--- config.mk ---
export PLATFORM = sky130hd
export DESIGN_NAME = mips_instr_sequencer
export DESIGN_NICKNAME = d
export VERILOG_FILES = /design/src/rtl/mips_instr_sequencer.sv
export SDC_FILE = /design/constraint.sdc
export NUM_CORES = 1
export LEC_CHECK = 0
export ABC_AREA = 1
export CAP_MARGIN = 20
export CELL_PAD_IN_SITES_DETAIL_PLACEMENT = 1
export CELL_PAD_IN_SITES_GLOBAL_PLACEMENT = 2
export CORE_MARGIN = 2
export CORE_UTILIZATION = 42
export CTS_CLUSTER_DIAMETER = 60
export CTS_CLUSTER_SIZE = 20
export DETAILED_ROUTE_END_ITERATION = 12
export PLACE_DENSITY = 0.87
export SYNTH_ARGS = -nofsm -noshare
export SYNTH_HDL_FRONTEND = slang
export SYNTH_SLANG_ARGS = --single-unit
--- constraint.sdc ---
create_clock -name i_clk -period 6.1 [get_ports i_clk]
set_input_delay 0.61 -clock i_clk [delete_from_list [all_inputs] [get_ports i_clk]]
set_output_delay 0.61 -clock i_clk [all_outputs]
set_load 0.02 [all_outputs]
--- src/rtl/mips_instr_sequencer.sv ---
// Instruction sequencer for the single-cycle R-type MIPS core: loads a program, issues it word by word
// over valid/ready and summarises the results. Define RESULT_FIFO_EN to add a 4-entry result FIFO.
module mips_instr_sequencer #(
    parameter  int DEPTH   = 16,
    parameter  int TIMEOUT = 64,
    localparam int AW      = $clog2(DEPTH)
) (
    input  logic          i_clk,
    input  logic          i_reset,
    input  logic          i_load_we,
    input  logic [AW-1:0] i_load_addr,
    input  logic [31:0]   i_load_data,
    input  logic          i_start,
    input  logic [AW:0]   i_prog_len,
    output logic [31:0]   o_instr_out,
    output logic          o_instr_valid,
    input  logic          i_instr_ready,
    input  logic [31:0]   i_core_result,
    input  logic          i_result_valid,
    output logic          o_busy,
    output logic          o_done,
    output logic          o_error,
    output logic [AW:0]   o_issued_cnt,
    output logic [31:0]   o_last_result,
    output logic [31:0]   o_result_xor,
    input  logic          i_fifo_pop,
    output logic [31:0]   o_fifo_data,
    output logic          o_fifo_empty,
    output logic          o_fifo_ovf
);
    localparam int              TW        = $clog2(TIMEOUT + 1);
    localparam logic [AW:0]     LEN_MAX   = (AW+1)'(DEPTH);
    localparam logic [31:0]     SYSCALL   = 32'h0000_000C;
    localparam logic [TW-1:0]   WAIT_LAST = TW'(TIMEOUT - 1);

    typedef enum logic [2:0] {S_IDLE, S_FETCH, S_ISSUE, S_WAIT, S_DONE} state_t;

    state_t        r_state;
    logic [AW-1:0] r_pc;
    logic [AW:0]   r_len;
    logic [AW:0]   r_issued_cnt;
    logic [TW-1:0] r_wait_cnt;
    logic          r_instr_valid;
    logic          r_busy;
    logic          r_done;
    logic          r_error;
    logic [31:0]   r_last_result;
    logic [31:0]   r_result_xor;
    logic [31:0]   r_instr;
    logic [31:0]   r_mem [DEPTH];

    logic [AW:0]   w_len_clamped;
    logic [AW:0]   w_pc_next;
    logic          w_capture;

    assign w_len_clamped = (i_prog_len > LEN_MAX) ? LEN_MAX : i_prog_len;
    assign w_pc_next     = {1'b0, r_pc} + (AW+1)'(1);
    assign w_capture     = (r_state == S_WAIT) && i_result_valid;

    // Program memory: writes only while idle, registered read in FETCH so ISSUE sees the word.
    always_ff @(posedge i_clk) begin
        if (r_state == S_IDLE && i_load_we) begin
            r_mem[i_load_addr] <= i_load_data;
        end
        if (r_state == S_FETCH) begin
            r_instr <= r_mem[r_pc];
        end
    end

    always_ff @(posedge i_clk or posedge i_reset) begin
        if (i_reset) begin
            r_state       <= S_IDLE;
            r_pc          <= '0;
            r_len         <= '0;
            r_issued_cnt  <= '0;
            r_wait_cnt    <= '0;
            r_instr_valid <= 1'b0;
            r_busy        <= 1'b0;
            r_done        <= 1'b0;
            r_error       <= 1'b0;
            r_last_result <= '0;
            r_result_xor  <= '0;
        end else begin
            r_done <= 1'b0;
            case (r_state)
                S_IDLE: begin
                    if (i_start) begin
                        r_pc          <= '0;
                        r_issued_cnt  <= '0;
                        r_last_result <= '0;
                        r_result_xor  <= '0;
                        r_error       <= 1'b0;
                        r_len         <= w_len_clamped;
                        r_busy        <= 1'b1;
                        if (w_len_clamped == '0) begin
                            r_state <= S_DONE;
                            r_done  <= 1'b1;
                        end else begin
                            r_state <= S_FETCH;
                        end
                    end
                end
                S_FETCH: begin
                    r_state       <= S_ISSUE;
                    r_instr_valid <= 1'b1;
                end
                S_ISSUE: begin
                    if (i_instr_ready) begin
                        r_instr_valid <= 1'b0;
                        r_issued_cnt  <= r_issued_cnt + (AW+1)'(1);
                        r_wait_cnt    <= '0;
                        r_state       <= S_WAIT;
                    end
                end
                S_WAIT: begin
                    if (w_capture) begin
                        r_last_result <= i_core_result;
                        r_result_xor  <= r_result_xor ^ i_core_result;
                        r_pc          <= r_pc + AW'(1);
                        if (w_pc_next == r_len || r_instr == SYSCALL) begin
                            r_state <= S_DONE;
                            r_done  <= 1'b1;
                        end else begin
                            r_state <= S_FETCH;
                        end
                    end else if (r_wait_cnt == WAIT_LAST) begin
                        r_error <= 1'b1;
                        r_state <= S_DONE;
                        r_done  <= 1'b1;
                    end else begin
                        r_wait_cnt <= r_wait_cnt + TW'(1);
                    end
                end
                S_DONE: begin
                    r_state <= S_IDLE;
                    r_busy  <= 1'b0;
                end
                default: begin
                    r_state <= S_IDLE;
                    r_busy  <= 1'b0;
                end
            endcase
        end
    end

    assign o_instr_out   = r_instr_valid ? r_instr : '0;
    assign o_instr_valid = r_instr_valid;
    assign o_busy        = r_busy;
    assign o_done        = r_done;
    assign o_error       = r_error;
    assign o_issued_cnt  = r_issued_cnt;
    assign o_last_result = r_last_result;
    assign o_result_xor  = r_result_xor;

`ifdef RESULT_FIFO_EN
    logic [31:0] w_fifo_ent [4];
    logic [2:0]  r_fifo_wp;
    logic [2:0]  r_fifo_rp;
    logic        r_fifo_ovf;
    logic        w_fifo_empty;
    logic        w_fifo_full;
    logic        w_fifo_pop;
    logic        w_fifo_push;

    assign w_fifo_empty = (r_fifo_wp == r_fifo_rp);
    assign w_fifo_full  = ((r_fifo_wp - r_fifo_rp) == 3'd4);
    assign w_fifo_pop   = i_fifo_pop && !w_fifo_empty;
    // A pop in the same cycle frees the head slot, so a push into a full FIFO still lands.
    assign w_fifo_push  = w_capture && (!w_fifo_full || w_fifo_pop);

    for (genvar gi = 0; gi < 4; gi++) begin : g_fifo_ent
        logic [31:0] r_data;
        always_ff @(posedge i_clk or posedge i_reset) begin
            if (i_reset) begin
                r_data <= '0;
            end else if (w_fifo_push && (r_fifo_wp[1:0] == 2'(gi))) begin
                r_data <= i_core_result;
            end
        end
        assign w_fifo_ent[gi] = r_data;
    end

    always_ff @(posedge i_clk or posedge i_reset) begin
        if (i_reset) begin
            r_fifo_wp  <= '0;
            r_fifo_rp  <= '0;
            r_fifo_ovf <= 1'b0;
        end else begin
            if (w_fifo_pop)  r_fifo_rp <= r_fifo_rp + 3'd1;
            if (w_fifo_push) r_fifo_wp <= r_fifo_wp + 3'd1;
            if (w_capture && w_fifo_full && !w_fifo_pop) r_fifo_ovf <= 1'b1;
        end
    end

    assign o_fifo_data  = w_fifo_ent[r_fifo_rp[1:0]];
    assign o_fifo_empty = w_fifo_empty;
    assign o_fifo_ovf   = r_fifo_ovf;
`else
    logic w_fifo_unused;
    assign w_fifo_unused = i_fifo_pop;
    assign o_fifo_data   = '0;
    assign o_fifo_empty  = 1'b1;
    assign o_fifo_ovf    = 1'b0;
`endif

endmodule

==> impl_results.md <==
- Async SR Flop Fraction: 14.5%
- Design area: 29700 um2
- Pwr Density: 413 nW/um2
- # DRC: 0
- Port buffer count: 183
- Post-Layout Cell Count: 3117
- Rel. slew slack: 30.2%
- Startpoint Class: flip-flop
- Detail Route Antenna Nets: 0
- Post-synthesis register bit count: 636
- Max_cap viols: 0
- RSZ-0062 raised after global routing: no
- DP Area: 28300 um2
- TNS Setup: 0 ps
- CP Class: reg -> reg
- Final WS setup: 3090 ps
- Final period util: 49.4%
- Clock Tree Buf Depth: 3
- Cell taking the most area after synthesis: edfxtp_1
- Io pins: 219
- Avg Synthesized Cell Area: 11.9 um2
- Post-Syn Area: 25800 um2
- Total core area: 60600 um2
- Hold_ws: 491 ps
- Number of H-tree levels: 2
- Post-Place Cells: 3040
- GP Congestion: 0.778
- Vias in the first global route: 18200
- Final hold vios: 0
- CP max FO: 76
- Post-synth EDFFs: 544
- CTS buffer count: 45
- Nets: 2388
- Top-area cell type share of the netlist area: 63.3%
- Share of layout cells above drive strength 1: 6.21%
- HP Class: in -> async
- Mapped Cells: 2162
- Via Count: 17300
- CP Capture Type: flip-flop
- Area occupied by multi-input gates: 6050 um2
- DRT Pass-1 Iters: 7
- Req. time, crit path: 6530 ps
- Wirelength, routed: 73.1 mm
- Post-cts resize count: 0
- Fillcell total: 6319
- First-pass GRT wire length: 110 mm
- Worst setup startpoint: r_pc[0]
- DPL Wire Length: 40.8 mm
- Global Route Usage Sum: 23.0%
- Die X: 252 um
- Fmax: 0.332 GHz
- Place WS: 3000 ps
- Clk pin slew, worst setup/hold paths: 80 ps
- Die Height: 252 um
- Routed WL per cell: 23.5 um
- TritonCTS clock tree: built
- Hold buffers post-CTS: 0
- Row Count: 90
- Reg2Reg Launch Point: r_pc[0]
- Mean number of vias per cell: 5.55
- Top cells by count, synth: 544 x edfxtp_1, 372 x nand2_1, 277 x nor2_1, 219 x o21ai_0, 146 x inv_1
- Ranking of synthesized cells by area: edfxtp_1 63%, dfrtp_1 8.9%, nand2_1 5.4%
- Top-count cell post-synth: edfxtp_1
- Insertion delay to the later sink of the worst-skew pair: 610 ps
- Initial Utilization: 42.6%
- Die area: 63500 um2
- Status: complete, no violations
- Setup Fix Bufs, Post-CTS: 0
- Largest net degree at the start of global routing: 102
- Register area share after synthesis: 72.2%
- Worst Path Arrival: 3450 ps
- DRT iter0 DRCs: 1438
- P_leak: 10.6 nW
- Clk root buf: clkbuf_16
- Final worst path period need: 3010 ps
- Synth warn: 0
- Top FF cell, synth: edfxtp_1
- Setup violations, final: 0
- R2R setup slack: 3090 ps
- # clock sinks: 636
- Synth unique cells: 39
- P&R area growth vs syn: 15.0%
- Initial antenna violation count: 5
- Setup Skew: 33.9 ps
- Total grt overflow: 0
- Register area: 18600 um2
- Slew @ Worst Pin: 1050 ps
- Max Slew Vio Count: 0
- VDD IR max: 0.303 mV
-- cell usage in the layout, fill, tap and decap left out, drive strengths merged --
| cell | synthesis | layout |
|---|---|---|
| ha | 3 | 3 |
| and2 | 1 | 1 |
| dfrtp | 92 | 92 |
| a31oi | 1 | 1 |
| o21a | 1 | 1 |
| o2111ai | 41 | 41 |
| xor2 | 18 | 18 |
| o22ai | 20 | 20 |
| clkinvlp | 0 | 3 |
| clkinv | 1 | 15 |
| a21oi | 69 | 69 |
| o211ai | 59 | 59 |
| xnor2 | 1 | 1 |
| nor3 | 3 | 3 |
| buf | 100 | 34 |
| clkbuf | 53 | 51 |
| nor3b | 1 | 1 |
| diode | 0 | 1 |
| edfxtp | 544 | 544 |
| nand3 | 99 | 99 |
| nand2 | 382 | 382 |
| clkdlybuf4s50 | 0 | 183 |
| and3 | 1 | 1 |
| o21ai | 229 | 229 |
| inv | 148 | 156 |
| nor2 | 284 | 284 |
| conb | 2 | 34 |
| or2 | 1 | 1 |
| nand4 | 5 | 5 |
| o31ai | 3 | 3 |
-- worst paths after layout --
check	endpoint	cells past startpoint
max reg2reg	r_instr[6]	8
min	o_last_result[13]	2
max	r_instr[6]	8
min in group i_clk	o_instr_valid	2
max in group asynchronous	r_pc[1]	3
min reg2reg	o_instr_valid	2
-- cell families after synthesis --
logic type      Yosys count  share of synthesized area, %
xor+xnor                 19                         0.644
other cells               2                        0.0291
flops                   636                          72.2
buf+inv                 302                          5.34
simple gates            777                          12.2
compound gates          423                          9.51
fa+ha+maj                 3                         0.145
-- layer usage --
layer	wire length [um]	up-vias	GRT usage (%)
li1	-	7761	-
met1	30900	8757	30.7
met2	35500	644	39.0
met3	4740	131	3.60
met4	1910	8	6.53
met5	58	-	0
-- registers in the layout, summed over array words and instances (netlist names), 3 cells and up --
name,count
r_instr,32
r_mem,512
o_result_xor,32
o_last_result,32
o_issued_cnt,5
r_pc,4
r_state,3
r_len,5
r_wait_cnt,7
-- worst max-delay path, cell delays in order (launching register included) --
cell and delay, ps:
dfrtp_4 710, inv_6 570, buf_4 680, nor2_1 100
nor2_1 120, o21ai_0 120, o21ai_0 200, nor2_1 80
o21ai_1 200
-- power by group --
part / switching, mW / internal, mW / total [mW]
logic: 2.50 / 1.29 / 3.79
registers: 0.313 / 5.21 / 5.52
clock network: 1.56 / 1.41 / 2.97
-- cell type report --
cell class / count / share of cell area [%]
Clock buffer: 51 / 3.87
Multi-Input combinational cell: 1256 / 20.4
Antenna cell: 1 / 0.00842
Tap cell: 782 / 3.29
Clock inverter: 25 / 0.767
Sequential cell: 636 / 62.8
Inverter: 149 / 1.90
Timing Repair Buffer: 217 / 7.03
-- per-stage QoR --
step,total power [mW],utilization [%]
2_1_floorplan,7.82,-
3_3_place_gp,9.25,46.8
3_5_place_dp,9.42,46.8
4_1_cts,12.4,49.0
5_1_grt,12.9,49.0
6_report,12.3,49.0
Note: power is estimated with default switching activity, not from simulation.
